File: src/rtl/led_matrix_pkg.sv
// Shared definitions for the 8x4 LED matrix datapath (scroller and scan driver).
// Contents:
//   NCOLS / NROWS / FRAME_W - matrix geometry and packed frame width
//   scroll_state_t          - frame-update sequencer states of the scroller
package led_matrix_pkg;

    localparam int NCOLS   = 4;
    localparam int NROWS   = 8;
    localparam int FRAME_W = NCOLS * NROWS;

    typedef enum logic [1:0] {
        ST_IDLE   = 2'd0,
        ST_FETCH  = 2'd1,
        ST_COMMIT = 2'd2
    } scroll_state_t;

endpackage

File: src/rtl/msg_ram.sv
// Message column store: synchronous 1-write / 1-read RAM, DEPTH x DW.
// A read that collides with a write to the same address returns the old word.
// No reset on the array or the read register so the tools can map it to block RAM.
// Ports:
//   clk      - clock
//   wr_en    - write strobe
//   wr_addr  - write address
//   wr_data  - write word
//   rd_addr  - read address, sampled every clock
//   rd_data  - registered read word (1-cycle latency)
module msg_ram #(
    parameter int    DEPTH     = 16,
    parameter int    AW        = 4,
    parameter int    DW        = 8,
    parameter string INIT_FILE = ""
) (
    input  logic          clk,
    input  logic          wr_en,
    input  logic [AW-1:0] wr_addr,
    input  logic [DW-1:0] wr_data,
    input  logic [AW-1:0] rd_addr,
    output logic [DW-1:0] rd_data
);

    logic [DW-1:0] mem [DEPTH];

    // Read and write in one block: the read samples the array before the
    // write lands, which gives read-old-data on a same-address collision.
    always_ff @(posedge clk) begin
        if (wr_en && (32'(wr_addr) < DEPTH)) begin
            mem[wr_addr] <= wr_data;
        end
        rd_data <= mem[rd_addr];
    end

endmodule

File: src/rtl/led_matrix_scroller.sv
// Scrolling window feeder for the 8x4 LED matrix scan driver.
// Holds MSG_LEN message columns in RAM and presents a 4-column window as a
// 32-bit frame. The window advances one column per DIV clocks (while run=1).
// The frame register only changes on a frame_sync pulse, so the scan never
// shows a half-updated image.
// Ports:
//   clk, rst_n   - clock, asynchronous active-low reset
//   run          - prescaler enable
//   dir          - 0: window moves left (pos+1), 1: right (pos-1)
//   wr_en/wr_addr/wr_data - runtime message column write
//   frame_sync   - end-of-scan pulse from the scan driver
//   frame        - col c at frame[8c+7:8c]
//   frame_valid  - 1-cycle pulse when frame is updated
//   pos          - message column shown in col 0
module led_matrix_scroller
    import led_matrix_pkg::*;
#(
    parameter int    MSG_LEN   = 16,
    parameter int    DIV       = 1200000,
    parameter string INIT_FILE = "message.hex",
    localparam int   AW        = $clog2(MSG_LEN)
) (
    input  logic               clk,
    input  logic               rst_n,
    input  logic               run,
    input  logic               dir,
    input  logic               wr_en,
    input  logic [AW-1:0]      wr_addr,
    input  logic [NROWS-1:0]   wr_data,
    input  logic               frame_sync,
    output logic [FRAME_W-1:0] frame,
    output logic               frame_valid,
    output logic [AW-1:0]      pos
);

    localparam int         PW     = $clog2(DIV);
    localparam logic [AW:0] LEN_W  = (AW+1)'(MSG_LEN);
    localparam logic [AW:0] LEN_M1 = (AW+1)'(MSG_LEN - 1);

    generate
        if (MSG_LEN < 4) begin : g_bad_len
            $error("led_matrix_scroller: MSG_LEN must be >= 4");
        end
        if (DIV < 2) begin : g_bad_div
            $error("led_matrix_scroller: DIV must be >= 2");
        end
    endgenerate

    // Operand is always below 2*MSG_LEN, so one conditional subtract suffices.
    function automatic logic [AW-1:0] wrap_len(input logic [AW:0] v);
        return (v >= LEN_W) ? AW'(v - LEN_W) : AW'(v);
    endfunction

    scroll_state_t      state_reg, state_next;
    logic [PW-1:0]      presc_reg;
    logic               step_pending_reg;
    logic               dirty_reg;
    logic [AW-1:0]      pos_reg;
    logic [2:0]         fetch_cnt_reg;
    logic [FRAME_W-1:0] frame_reg;
    logic               frame_valid_reg;

    logic               terminal;
    logic               take_step;
    logic               start_fetch;
    logic               commit;
    logic [AW-1:0]      pos_step;
    logic [AW-1:0]      rd_addr;
    logic [NROWS-1:0]   rd_data;
    logic [FRAME_W-1:0] shadow_flat;

    assign terminal = run && (presc_reg == PW'(DIV - 1));
    assign pos_step = dir ? wrap_len({1'b0, pos_reg} + LEN_M1)
                          : wrap_len({1'b0, pos_reg} + (AW+1)'(1));
    assign rd_addr  = wrap_len({1'b0, pos_reg} + (AW+1)'(fetch_cnt_reg[1:0]));

    msg_ram #(
        .DEPTH     (MSG_LEN),
        .AW        (AW),
        .DW        (NROWS),
        .INIT_FILE (INIT_FILE)
    ) u_ram (
        .clk     (clk),
        .wr_en   (wr_en),
        .wr_addr (wr_addr),
        .wr_data (wr_data),
        .rd_addr (rd_addr),
        .rd_data (rd_data)
    );

    // A terminal count arriving on the same IDLE sync is treated as pending.
    always_comb begin
        state_next  = state_reg;
        take_step   = 1'b0;
        start_fetch = 1'b0;
        commit      = 1'b0;
        case (state_reg)
            ST_IDLE: begin
                if (frame_sync && (step_pending_reg || terminal)) begin
                    take_step   = 1'b1;
                    start_fetch = 1'b1;
                    state_next  = ST_FETCH;
                end else if (frame_sync && dirty_reg) begin
                    start_fetch = 1'b1;
                    state_next  = ST_FETCH;
                end
            end
            ST_FETCH: begin
                if (fetch_cnt_reg == 3'd4) begin
                    state_next = ST_COMMIT;
                end
            end
            ST_COMMIT: begin
                if (frame_sync) begin
                    commit     = 1'b1;
                    state_next = ST_IDLE;
                end
            end
            default: state_next = ST_IDLE;
        endcase
    end

    always_ff @(posedge clk or negedge rst_n) begin
        if (!rst_n) begin
            state_reg <= ST_IDLE;
        end else begin
            state_reg <= state_next;
        end
    end

    always_ff @(posedge clk or negedge rst_n) begin
        if (!rst_n) begin
            presc_reg        <= '0;
            step_pending_reg <= 1'b0;
            dirty_reg        <= 1'b1;
            pos_reg          <= '0;
            fetch_cnt_reg    <= '0;
            frame_reg        <= '0;
            frame_valid_reg  <= 1'b0;
        end else begin
            if (run) begin
                presc_reg <= terminal ? '0 : presc_reg + PW'(1);
            end
            // Terminals that pile up before a step collapse into one.
            if (take_step) begin
                step_pending_reg <= 1'b0;
            end else if (terminal) begin
                step_pending_reg <= 1'b1;
            end
            // A write wins over the clear so it is never lost.
            if (wr_en) begin
                dirty_reg <= 1'b1;
            end else if (start_fetch) begin
                dirty_reg <= 1'b0;
            end
            if (take_step) begin
                pos_reg <= pos_step;
            end
            if (start_fetch) begin
                fetch_cnt_reg <= '0;
            end else if (state_reg == ST_FETCH) begin
                fetch_cnt_reg <= fetch_cnt_reg + 3'd1;
            end
            if (commit) begin
                frame_reg <= shadow_flat;
            end
            frame_valid_reg <= commit;
        end
    end

    // Read for column c is issued at fetch count c and lands at count c+1.
    genvar gi;
    generate
        for (gi = 0; gi < NCOLS; gi++) begin : g_col
            logic [NROWS-1:0] col_reg;
            always_ff @(posedge clk or negedge rst_n) begin
                if (!rst_n) begin
                    col_reg <= '0;
                end else if ((state_reg == ST_FETCH) && (fetch_cnt_reg == 3'(gi + 1))) begin
                    col_reg <= rd_data;
                end
            end
            assign shadow_flat[NROWS*gi +: NROWS] = col_reg;
        end
    endgenerate

    assign frame       = frame_reg;
    assign frame_valid = frame_valid_reg;
    assign pos         = pos_reg;

endmodule

File: config.mk
export PLATFORM = sky130hd
export DESIGN_NAME = led_matrix_scroller
export DESIGN_NICKNAME = d
export VERILOG_FILES = /design/src/rtl/led_matrix_pkg.sv /design/src/rtl/msg_ram.sv /design/src/rtl/led_matrix_scroller.sv
export SDC_FILE = /design/constraint.sdc
export NUM_CORES = 1
export LEC_CHECK = 0
export ABC_AREA = 1
export CORE_MARGIN = 1
export CORE_UTILIZATION = 53
export CTS_CLUSTER_DIAMETER = 40
export DETAILED_ROUTE_END_ITERATION = 10
export GPL_TIMING_DRIVEN = 1
export PLACE_DENSITY = 0.82
export SLEW_MARGIN = 20
export SYNTH_ARGS = -nofsm -noshare
export SYNTH_HDL_FRONTEND = slang
export SYNTH_SLANG_ARGS = --single-unit
File: constraint.sdc
create_clock -name clk -period 2.3 [get_ports clk]
set_clock_uncertainty 0.05 [all_clocks]
set_input_delay 0.46 -clock clk [delete_from_list [all_inputs] [get_ports clk]]
set_output_delay 0.46 -clock clk [all_outputs]
set_load 0.02 [all_outputs]
==> impl_metrics.csv, run 1 <==
group,metric,value,unit
global_routing,grt_max_degree,47,
synthesis,synth_most_common_cell,"nand2_1",
synthesis,synth_top_family_by_area,"simple AND/OR/NAND/NOR gates",
synthesis,synth_xor_area_frac,0.00979,
global_routing,grt_remaining_overflow,0,
sta,final.setup.worst_slack,-0.0173,ns
synthesis,synth_area_per_cell,10.6,um^2
sta,period_needed,2.32,ns
sta,relSlewSlack,0.518,
final_layout,largest_reg_flops,128,
global_routing,gr-usage-met1,0.301,
critical_path,max_stage_delay,0.67,ns
drt,wl_per_cell,17.2,um
place,dpl_cell_area,10700,um^2
floorplan,core,18000,um^2
critical_path,r2r_cells,8,
final_layout,final_area,11700,um^2
sta,setup_viol,2,
floorplan,initial_core_util,0.541,
synthesis,async_flop_share,0.416,
global_routing,grt_usage,0.234,
drt,drt_wl_total,21700,um
global_routing,grt_busiest_layer,"met2",
power,p_sw_frac,0.382,
sta,hold-worst-slack,0.370,ns
drt,drcViolationCount,0,
synthesis,ys_seq_elements,233,
place,portBuffers,54,
synthesis,synthAdderAreaFrac,0.0170,
power,ir_worst_vdd,0.790,mV
cts,cts.clk_slew.worst_paths,0.06,ns
power,power,17.1,mW
synthesis,yosys.cell_types.count,38,
final_layout,multi_input_area,2860,um^2
critical_path,cp-end-kind,"flip-flop",
drt,dr_total_vias,6965,
sta,fmax,432,MHz
critical_path,critPathBufInv,1,
critical_path,crit_chain,"ha_2 > fa_2 > buf_8 > nor2_1 > o21ai_0 > o21ai_0 > o211ai_1 > nand2_1",
power,switchingPower,6.53,mW
cts,cts_tree,"yes",
cts,root_buffer,"clkbuf_16",
final_layout,syn2layout_area_growth,21.0,%
sta,setup_tns,-0.0249,ns
synthesis,synthMuxAreaShare,0,
final_layout,regArea,6430,um^2
power,seq_power_share,0.333,
status,violations,"negative setup slack",
global_routing,grt_pass1_vias,6818,
cts,clock_latency,0.53,ns
critical_path,crit_type,"flip-flop to flip-flop",
sta,hold_viol,0,
synthesis,synthCells,916,
critical_path,r2r_start,"pos[0]",
power,power.share.clock,0.261,
synthesis,synth_simple_gate_area_frac,0.171,
power,p_comb_frac,0.406,
synthesis,ys.flop_type,"edfxtp_1",
drt,postRouteAntennaNets,0,
synthesis,ys_top_cells_by_area,"edfxtp_1 40%, dfrtp_1 25%, nand2_1 7.6%, o21ai_0 6.0%, nor2_1 5.8%",
global_routing,grt_use_met3,0.0372,
critical_path,critPathRequiredTime,2.66,ns
drt,drt_pass1_iterations,6,
global_routing,grt_pass1_wl,33900,um
critical_path,r2r_end,"u_ram.rd_data[0]",
synthesis,synth_compound_area_frac,0.0964,
job,maxCapViolations,0,
global_routing,antenna_found_initial,0,
critical_path,start_kind,"flip-flop",
synthesis,yosysSeqAreaShare,0.663,
sta,final.period_utilization,1.01,
min_path,worstHoldPathType,"input pin to asynchronous set/reset pin",
sta,drv_slew,0,
final_layout,final_core_util,0.654,
critical_path,rrSetupSlack,-0.02,ns
final_layout,final-instance-count-excl-fill,1261,
critical_path,crit_family,"adder cells",
synthesis,synth_nets,946,
final_layout,drive_above_1_share,0.116,
drt,viasPerCell,5.52,
floorplan,placementRows,49,
synthesis,synth_largest_area_cell,"edfxtp_1",
place,dp_slack,0.0749,ns
synthesis,yosysWarnings,0,
final_layout,antenna_cells,0,
synthesis,synth_edf_count,128,
critical_path,crit_path_frequent_cell,"o21ai_0",
power,leakage,4.88,nW
cts,cts.sinks,233,
drt,drt-initial-drc-count,633,
power,p_per_area,1450,nW/um^2
power,power.internal,10.6,mW
critical_path,crit_slowest_cell,"fa_2",
synthesis,synth_common_cells,"196 x nand2_1, 149 x nor2_1, 128 x edfxtp_1, 116 x o21ai_0, 96 x dfrtp_1",
sta,worst_pin_slew,0.721,ns
floorplan,die-height,137,um
floorplan,boundaryPins,55,
cts,cts_made_buffers,29,
critical_path,critical_path_arrival,2.68,ns
synthesis,netlist.area_leader.share,0.396,
final_layout,nets,1040,
critical_path,path_max_fanout,18,
cts,cts_buffer_depth,3,
cts,htree_levels,1,
place,dp_hpwl,13200,um
final_layout,fill_cells,1326,
place,gp_congestion,0.893,
status,status,"finished, violations left",
place,placed_cells,1200,
floorplan,fp.dieArea,18900,um^2
synthesis,mappedNetlistArea,9710,um^2
floorplan,die_w,137,um
global_routing,met2_usage,0.399,
-- worst register-to-register path, delay by kind of cell (launching register included) --
family | cells | cell delay (ns)
AND/OR/NAND/NOR | 2 | 0.18
AO/OA/AOI/OAI | 3 | 0.52
flip-flops | 1 | 0.39
adder cells (fa/ha/maj) | 2 | 0.88
buffers and inverters | 1 | 0.18
-- worst max path at each step --
stage	from	endpoint	slack, ns	cells after the start
final	pos[0]	u_ram.rd_data[0]	-0.02	8
after detailed placement	pos[0]	u_ram.rd_data[0]	0.07	8
after global routing	pos[0]	u_ram.rd_data[2]	-0.08	9
after CTS	pos[1]	pos[1]	0.05	1
after floorplan	pos[0]	u_ram.rd_data[0]	0.1	9
after global placement	pos[0]	u_ram.rd_data[7]	0.14	8
-- cell families (layout without fill, tap and decap cells) --
kind of cell / Yosys count / count (layout)
adders and majority gates: 12 / 12
and+or+nand+nor: 398 / 398
xor gates and xnor gates: 10 / 10
AOI/OAI and AO/OA: 170 / 170
DFF: 233 / 233
buffers and inverters: 93 / 209
-- area by class of cell --
class,instances,share of cell area
sequential,233,0.548
multi-input combinational,590,0.244
timing repair buffer,98,0.0837
clock buffer,30,0.0621
tap,229,0.0244
clock inverter,23,0.0195
inverter,58,0.0187
-- metal layers --
| layer | wire length (um) | vias to the layer above |
|---|---|---|
| met1 | 8940 | 3352 |
| met2 | 10700 | 266 |
| met3 | 1320 | 62 |
| met5 | 0 | - |
| met4 | 805 | 0 |
| li1 | - | 3285 |
-- power by group through the flow --
stage / sequential [mW] / clock (mW) / combinational (mW)
final: 5.69 / 4.46 / 6.94
after global placement: 5.71 / 0 / 6.01
after CTS: 5.68 / 4.51 / 6.32
after floorplan: 5.90 / 0 / 3.86
after global routing: 5.77 / 4.67 / 7.64
after detailed placement: 5.74 / 0 / 6.18
-- repair_timing --
action                     CTS  global route
hold endpoints to repair    30             0
setup buffers                0             5
setup endpoints to repair    0             5
gates resized for setup      0            10
hold buffers                 1             0
-- cell usage in the layout (no fill, tap or decap), types with 17 or more instances in the layout --
cell type	instances
o21ai_1	17
nand3_1	25
nand2_1	196
clkbuf_16	31
inv_1	52
clkdlybuf4s50_1	53
o211ai_1	30
edfxtp_1	128
dfrtp_1	96
buf_4	35
nor2_1	149
o21ai_0	112
No activity file was read; power rests on OpenSTA's default activity.
==> inputs of run 2 (changes only) <==
- CORE_ASPECT_RATIO: unset -> 0.7
- CTS_CLUSTER_SIZE: unset -> 8
==> impl_metrics.csv, run 2 (same netlist as run 1, synthesis figures left out) <==
group,metric,value,unit
sta,drv_slew,0,
final_layout,fill_cells,1323,
critical_path,cp-end-kind,"flip-flop",
global_routing,grt_remaining_overflow,0,
final_layout,regArea,6430,um^2
floorplan,die_w,164,um
sta,fmax,434,MHz
critical_path,rrSetupSlack,-0.002,ns
critical_path,r2r_end,"u_ram.rd_data[4]",
cts,htree_levels,2,
floorplan,placementRows,41,
final_layout,final-instance-count-excl-fill,1272,
power,p_per_area,1490,nW/um^2
global_routing,grt_usage,0.246,
cts,cts_made_buffers,36,
power,power,17.7,mW
critical_path,critical_path_arrival,2.64,ns
critical_path,r2r_cells,9,
drt,dr_total_vias,7024,
sta,final.setup.worst_slack,-0.00234,ns
final_layout,final_core_util,0.661,
floorplan,die-height,115,um
drt,postRouteAntennaNets,0,
global_routing,grt_pass1_vias,6811,
critical_path,crit_type,"flip-flop to flip-flop",
critical_path,crit_chain,"ha_2 > fa_2 > buf_4 > clkbuf_16 > nor2_1 > o21ai_0 > o211ai_1 > o211ai_1 > nand2_1",
final_layout,drive_above_1_share,0.105,
sta,relSlewSlack,0.504,
place,dp_hpwl,13700,um
critical_path,r2r_start,"pos[0]",
status,status,"finished, violations left",
place,dpl_cell_area,10700,um^2
cts,root_buffer,"clkbuf_16",
final_layout,final_cell_mix,"196 x nand2_1, 149 x nor2_1, 128 x edfxtp_1",
cts,clock_latency,0.49,ns
min_path,worstHoldPathType,"flip-flop to flip-flop",
cts,cts_tree,"yes",
drt,wl_per_cell,17.7,um
place,portBuffers,54,
critical_path,critPathRequiredTime,2.63,ns
critical_path,crit_slowest_cell,"fa_2",
final_layout,nets,1044,
min_path,min_from,"frame[13]",
power,ir_worst_vdd,0.832,mV
drt,drt-initial-drc-count,961,
final_layout,antenna_cells,0,
cts,cts_buffer_depth,3,
final_layout,largest_reg_flops,128,
global_routing,grt_pass1_wl,35500,um
drt,drt_wl_total,22600,um
place,placed_cells,1205,
critical_path,start_kind,"flip-flop",
cts,cts.sinks,233,
power,leakage,4.92,nW
sta,rsz0062_at_grt,"true",
min_path,hold_depth,2,
floorplan,initial_core_util,0.541,
min_path,hold_end,"frame[13]",
global_routing,antenna_found_initial,0,
place,gp_congestion,0.884,
final_layout,multi_input_area,2860,um^2
drt,drcViolationCount,0,
sta,hold_viol,0,
sta,final.period_utilization,1.00,
cts,cts.clk_slew.worst_paths,0.05,ns
final_layout,syn2layout_area_growth,22.3,%
sta,period_needed,2.30,ns
global_routing,grt_max_degree,65,
final_layout,final_area,11900,um^2
sta,setup_viol,1,
status,violations,"negative setup slack",
drt,drt_pass1_iterations,5,
sta,worst_pin_slew,0.742,ns
floorplan,boundaryPins,55,
job,maxCapViolations,0,
drt,viasPerCell,5.52,
floorplan,fp.dieArea,18900,um^2
floorplan,core,18000,um^2
critical_path,max_stage_delay,0.65,ns
critical_path,path_max_fanout,21,
critical_path,crit_path_frequent_cell,"o211ai_1",
final_layout,layout_commonest_cell,"nand2_1",
==> run 2: cell count changes in the layout (fill, tap and decap cells not counted) <==
cell,change
clkinv_8,+1
clkinvlp_4,-3
o21ai_0,+2
clkinv_1,-2
clkbuf_1,+17
clkbuf_16,+7
buf_8,-2
clkinv_2,-5
inv_6,-4
clkinv_4,-4
buf_4,-3
buf_12,+2
o21ai_1,-2
==> run 2: layer usage <==
| metal | wire length, um | track usage | up-vias |
|---|---|---|---|
| met3 | 2020 | 0.0451 | 48 |
| met4 | 477 | 0.0784 | 0 |
| li1 | - | - | 3292 |
| met5 | 0 | 0 | - |
| met1 | 9950 | 0.360 | 3344 |
| met2 | 10100 | 0.374 | 340 |
==> run 2: worst max path at each step <==
stage	cells after the start	to	slack (ns)	start
finish	9	u_ram.rd_data[4]	-0.002	pos[0]
global route	8	u_ram.rd_data[0]	-0.07	pos[0]
CTS	9	u_ram.rd_data[4]	0.06	pos[0]
detailed placement	9	u_ram.rd_data[4]	0.04	pos[0]
global placement	8	u_ram.rd_data[1]	0.11	pos[0]
floorplan	9	u_ram.rd_data[0]	0.1	pos[0]
==> run 2: layout make-up <==
type | count | area share
flip-flops and latches | 233 | 0.542
multi-input cells | 590 | 0.241
repair buffers | 95 | 0.0818
clock buffers | 54 | 0.0816
well taps | 236 | 0.0249
inverters | 58 | 0.0185
clock inverters | 6 | 0.0101
==> run 2: per-stage QoR <==
stage          hold WS [ns]  setup slack (ns)  setup TNS [ns]
2_1_floorplan         0.114            0.0970               0
3_5_place_dp          0.407            0.0425               0
5_1_grt               0.437           -0.0724          -0.313
3_3_place_gp          0.403             0.113               0
4_1_cts               0.419            0.0558               0
6_report              0.414          -0.00234        -0.00234
==> run 2: power by group <==
| part | internal, mW | leakage [nW] | switching, mW | total [mW] |
|---|---|---|---|---|
| registers | 5.18 | 2.47 | 0.505 | 5.69 |
| clock network | 3.22 | 0.523 | 1.75 | 4.97 |
| logic | 2.74 | 1.94 | 4.30 | 7.04 |
==> run 2: worst max-delay path, delay by kind of cell (launching register included) <==
kind / cells / cell delay [ns]
adders and majority gates: 2 / 0.86
buffers and inverters: 2 / 0.34
DFF: 1 / 0.40
AOI/OAI and AO/OA: 3 / 0.40
and+or+nand+nor: 2 / 0.13
==> run 2: timing repair <==
item / in CTS / in global routing
resized for setup: 0 / 3
endpoints found under the setup margin: 0 / 6
setup buffers: 0 / 4
hold buffers: 1 / 0
endpoints found under the hold margin: 38 / 0
==> inputs of run 3 (changes only) <==
- CELL_PAD_IN_SITES_DETAIL_PLACEMENT: unset -> 1
- CELL_PAD_IN_SITES_GLOBAL_PLACEMENT: unset -> 1
- CORE_ASPECT_RATIO: 0.7 -> unset
- CORE_UTILIZATION: 53 -> 47
- PLACE_DENSITY: 0.82 -> 0.89
- SKIP_LAST_GASP: unset -> 1
==> impl_metrics.csv, run 3 (same netlist as run 1, synthesis figures left out) <==
group,metric,value,unit
drt,dr_total_vias,7358,
global_routing,grt_pass1_wl,44400,um
critical_path,critPathRequiredTime,2.59,ns
drt,viasPerCell,5.57,
cts,cts_buffer_depth,3,
sta,final.setup.worst_slack,-0.0806,ns
sta,period_needed,2.38,ns
sta,final.period_utilization,1.04,
final_layout,regArea,6430,um^2
global_routing,grt_max_degree,40,
cts,cts_made_buffers,38,
power,p_per_area,1570,nW/um^2
place,portBuffers,54,
power,power.internal,11.6,mW
global_routing,grt_use_met3,0.0448,
critical_path,rrSetupSlack,-0.08,ns
cts,cts_tree,"yes",
drt,drt_pass1_iterations,5,
global_routing,antenna_found_initial,0,
sta,rsz0062_at_grt,"true",
floorplan,die-height,146,um
min_path,worstHoldPathType,"input pin to asynchronous set/reset pin",
sta,hold_viol,0,
sta,relSlewSlack,0.439,
global_routing,grt_remaining_overflow,0,
power,power.share.clock,0.261,
critical_path,crit_type,"flip-flop to flip-flop",
final_layout,final-instance-count-excl-fill,1321,
floorplan,initial_core_util,0.480,
critical_path,path_max_fanout,7,
critical_path,cp-end-kind,"flip-flop",
floorplan,die_w,146,um
final_layout,drive_above_1_share,0.130,
cts,cts.sinks,233,
critical_path,critical_path_arrival,2.67,ns
place,placed_cells,1244,
drt,wl_per_cell,21.2,um
drt,drt_wl_total,28100,um
drt,drt-initial-drc-count,604,
floorplan,fp.dieArea,21200,um^2
final_layout,layout_commonest_cell,"nand2_1",
drt,drcViolationCount,0,
global_routing,grt_pass1_vias,8087,
place,dp_slack,-0.0697,ns
power,p_sw_frac,0.393,
final_layout,largest_reg_flops,128,
critical_path,r2r_cells,9,
power,p_comb_frac,0.437,
job,maxCapViolations,0,
final_layout,nets,1058,
floorplan,core,20200,um^2
cts,root_buffer,"clkbuf_16",
sta,drv_slew,0,
critical_path,r2r_start,"fetch_cnt_reg[0]",
drt,postRouteAntennaNets,0,
floorplan,boundaryPins,55,
global_routing,grt_usage,0.272,
floorplan,placementRows,52,
cts,cts.clk_slew.worst_paths,0.05,ns
final_layout,antenna_cells,0,
sta,fmax,420,MHz
status,violations,"negative setup slack",
cts,htree_levels,2,
status,status,"finished, violations left",
sta,setup_viol,1,
critical_path,r2r_end,"u_ram.rd_data[4]",
final_layout,fill_cells,2121,
power,power,19.0,mW
power,switchingPower,7.48,mW
global_routing,met2_usage,0.491,
power,seq_power_share,0.302,
final_layout,syn2layout_area_growth,24.6,%
place,dp_hpwl,16600,um
critical_path,start_kind,"flip-flop",
power,leakage,5.01,nW
power,ir_worst_vdd,0.800,mV
place,gp_congestion,0.807,
cts,clock_latency,0.51,ns
final_layout,final_cell_mix,"196 x nand2_1, 142 x nor2_1, 128 x edfxtp_1",
global_routing,gr-usage-met1,0.322,
sta,worst_pin_slew,0.840,ns
global_routing,grt_busiest_layer,"met2",
final_layout,multi_input_area,2930,um^2
-- run 3: changes by cell type in the layout (fill, tap and decap cells not counted), sizes merged --
cell	previous run	this run
buf	39	52
clkbuf	56	61
bufinv	3	0
-- run 3: metrics by stage --
stage	area, um^2	utilization	setup TNS, ns	hold WS, ns
5_1_grt	12100	0.598	-0.205	0.379
3_3_place_gp	10800	0.532	0	0.325
3_5_place_dp	10800	0.532	-0.0845	0.331
4_1_cts	12000	0.594	-0.0927	0.349
2_1_floorplan	9710	-	0	0.114
6_report	12100	0.598	-0.0806	0.349
-- run 3: layer usage --
metal  wire length [um]  part of all wire
met1              11100              0.39
met2              14900              0.53
met3               1410             0.050
met4                745             0.027
met5                  0                 0
-- run 3: worst max-delay path: stages (launching register included) --
cell and delay [ns]:
dfrtp_1 0.41, ha_4 0.18, fa_2 0.55, buf_12 0.14, buf_12 0.13, nor2_4 0.03, o21ai_1 0.07, o21ai_1 0.09
o211ai_1 0.40, nand2_1 0.15
-- run 3: final cells by class --
cell class / instances / share of cell area
inverters: 58 / 0.0182
clock buffers: 60 / 0.0880
multi-input cells: 590 / 0.242
flip-flops and latches: 233 / 0.532
well taps: 270 / 0.0279
repair buffers: 107 / 0.0905
clock inverters: 3 / 0.00155
-- run 3: what timing repair did --
action | in CTS | in global routing
pin swaps | 8 | 20
setup endpoints to repair | 5 | 8
cloned | 3 | 1
hold buffers | 1 | 0
buffers inserted | 6 | 5
hold endpoints to repair | 20 | 0
resized for setup | 14 | 37
-- run 3: how the worst max path moves through the flow --
stage | start | endpoint | slack, ns | cells past startpoint
6_report | fetch_cnt_reg[0] | u_ram.rd_data[4] | -0.08 | 9
5_1_grt | fetch_cnt_reg[0] | u_ram.rd_data[4] | -0.10 | 9
4_1_cts | fetch_cnt_reg[0] | u_ram.rd_data[4] | -0.03 | 9
3_5_place_dp | pos[0] | u_ram.rd_data[4] | -0.07 | 8
3_3_place_gp | pos[0] | u_ram.rd_data[6] | 0.06 | 8
2_1_floorplan | pos[0] | u_ram.rd_data[0] | 0.1 | 9
-- run 3: power groups by stage --
stage	combinational, mW	clock (mW)	sequential, mW
after floorplan	3.86	0	5.90
after global placement	6.25	0	5.72
after detailed placement	6.69	0	5.78
after CTS	7.88	5.03	5.75
after global routing	9.03	5.18	5.84
final	8.32	4.96	5.76
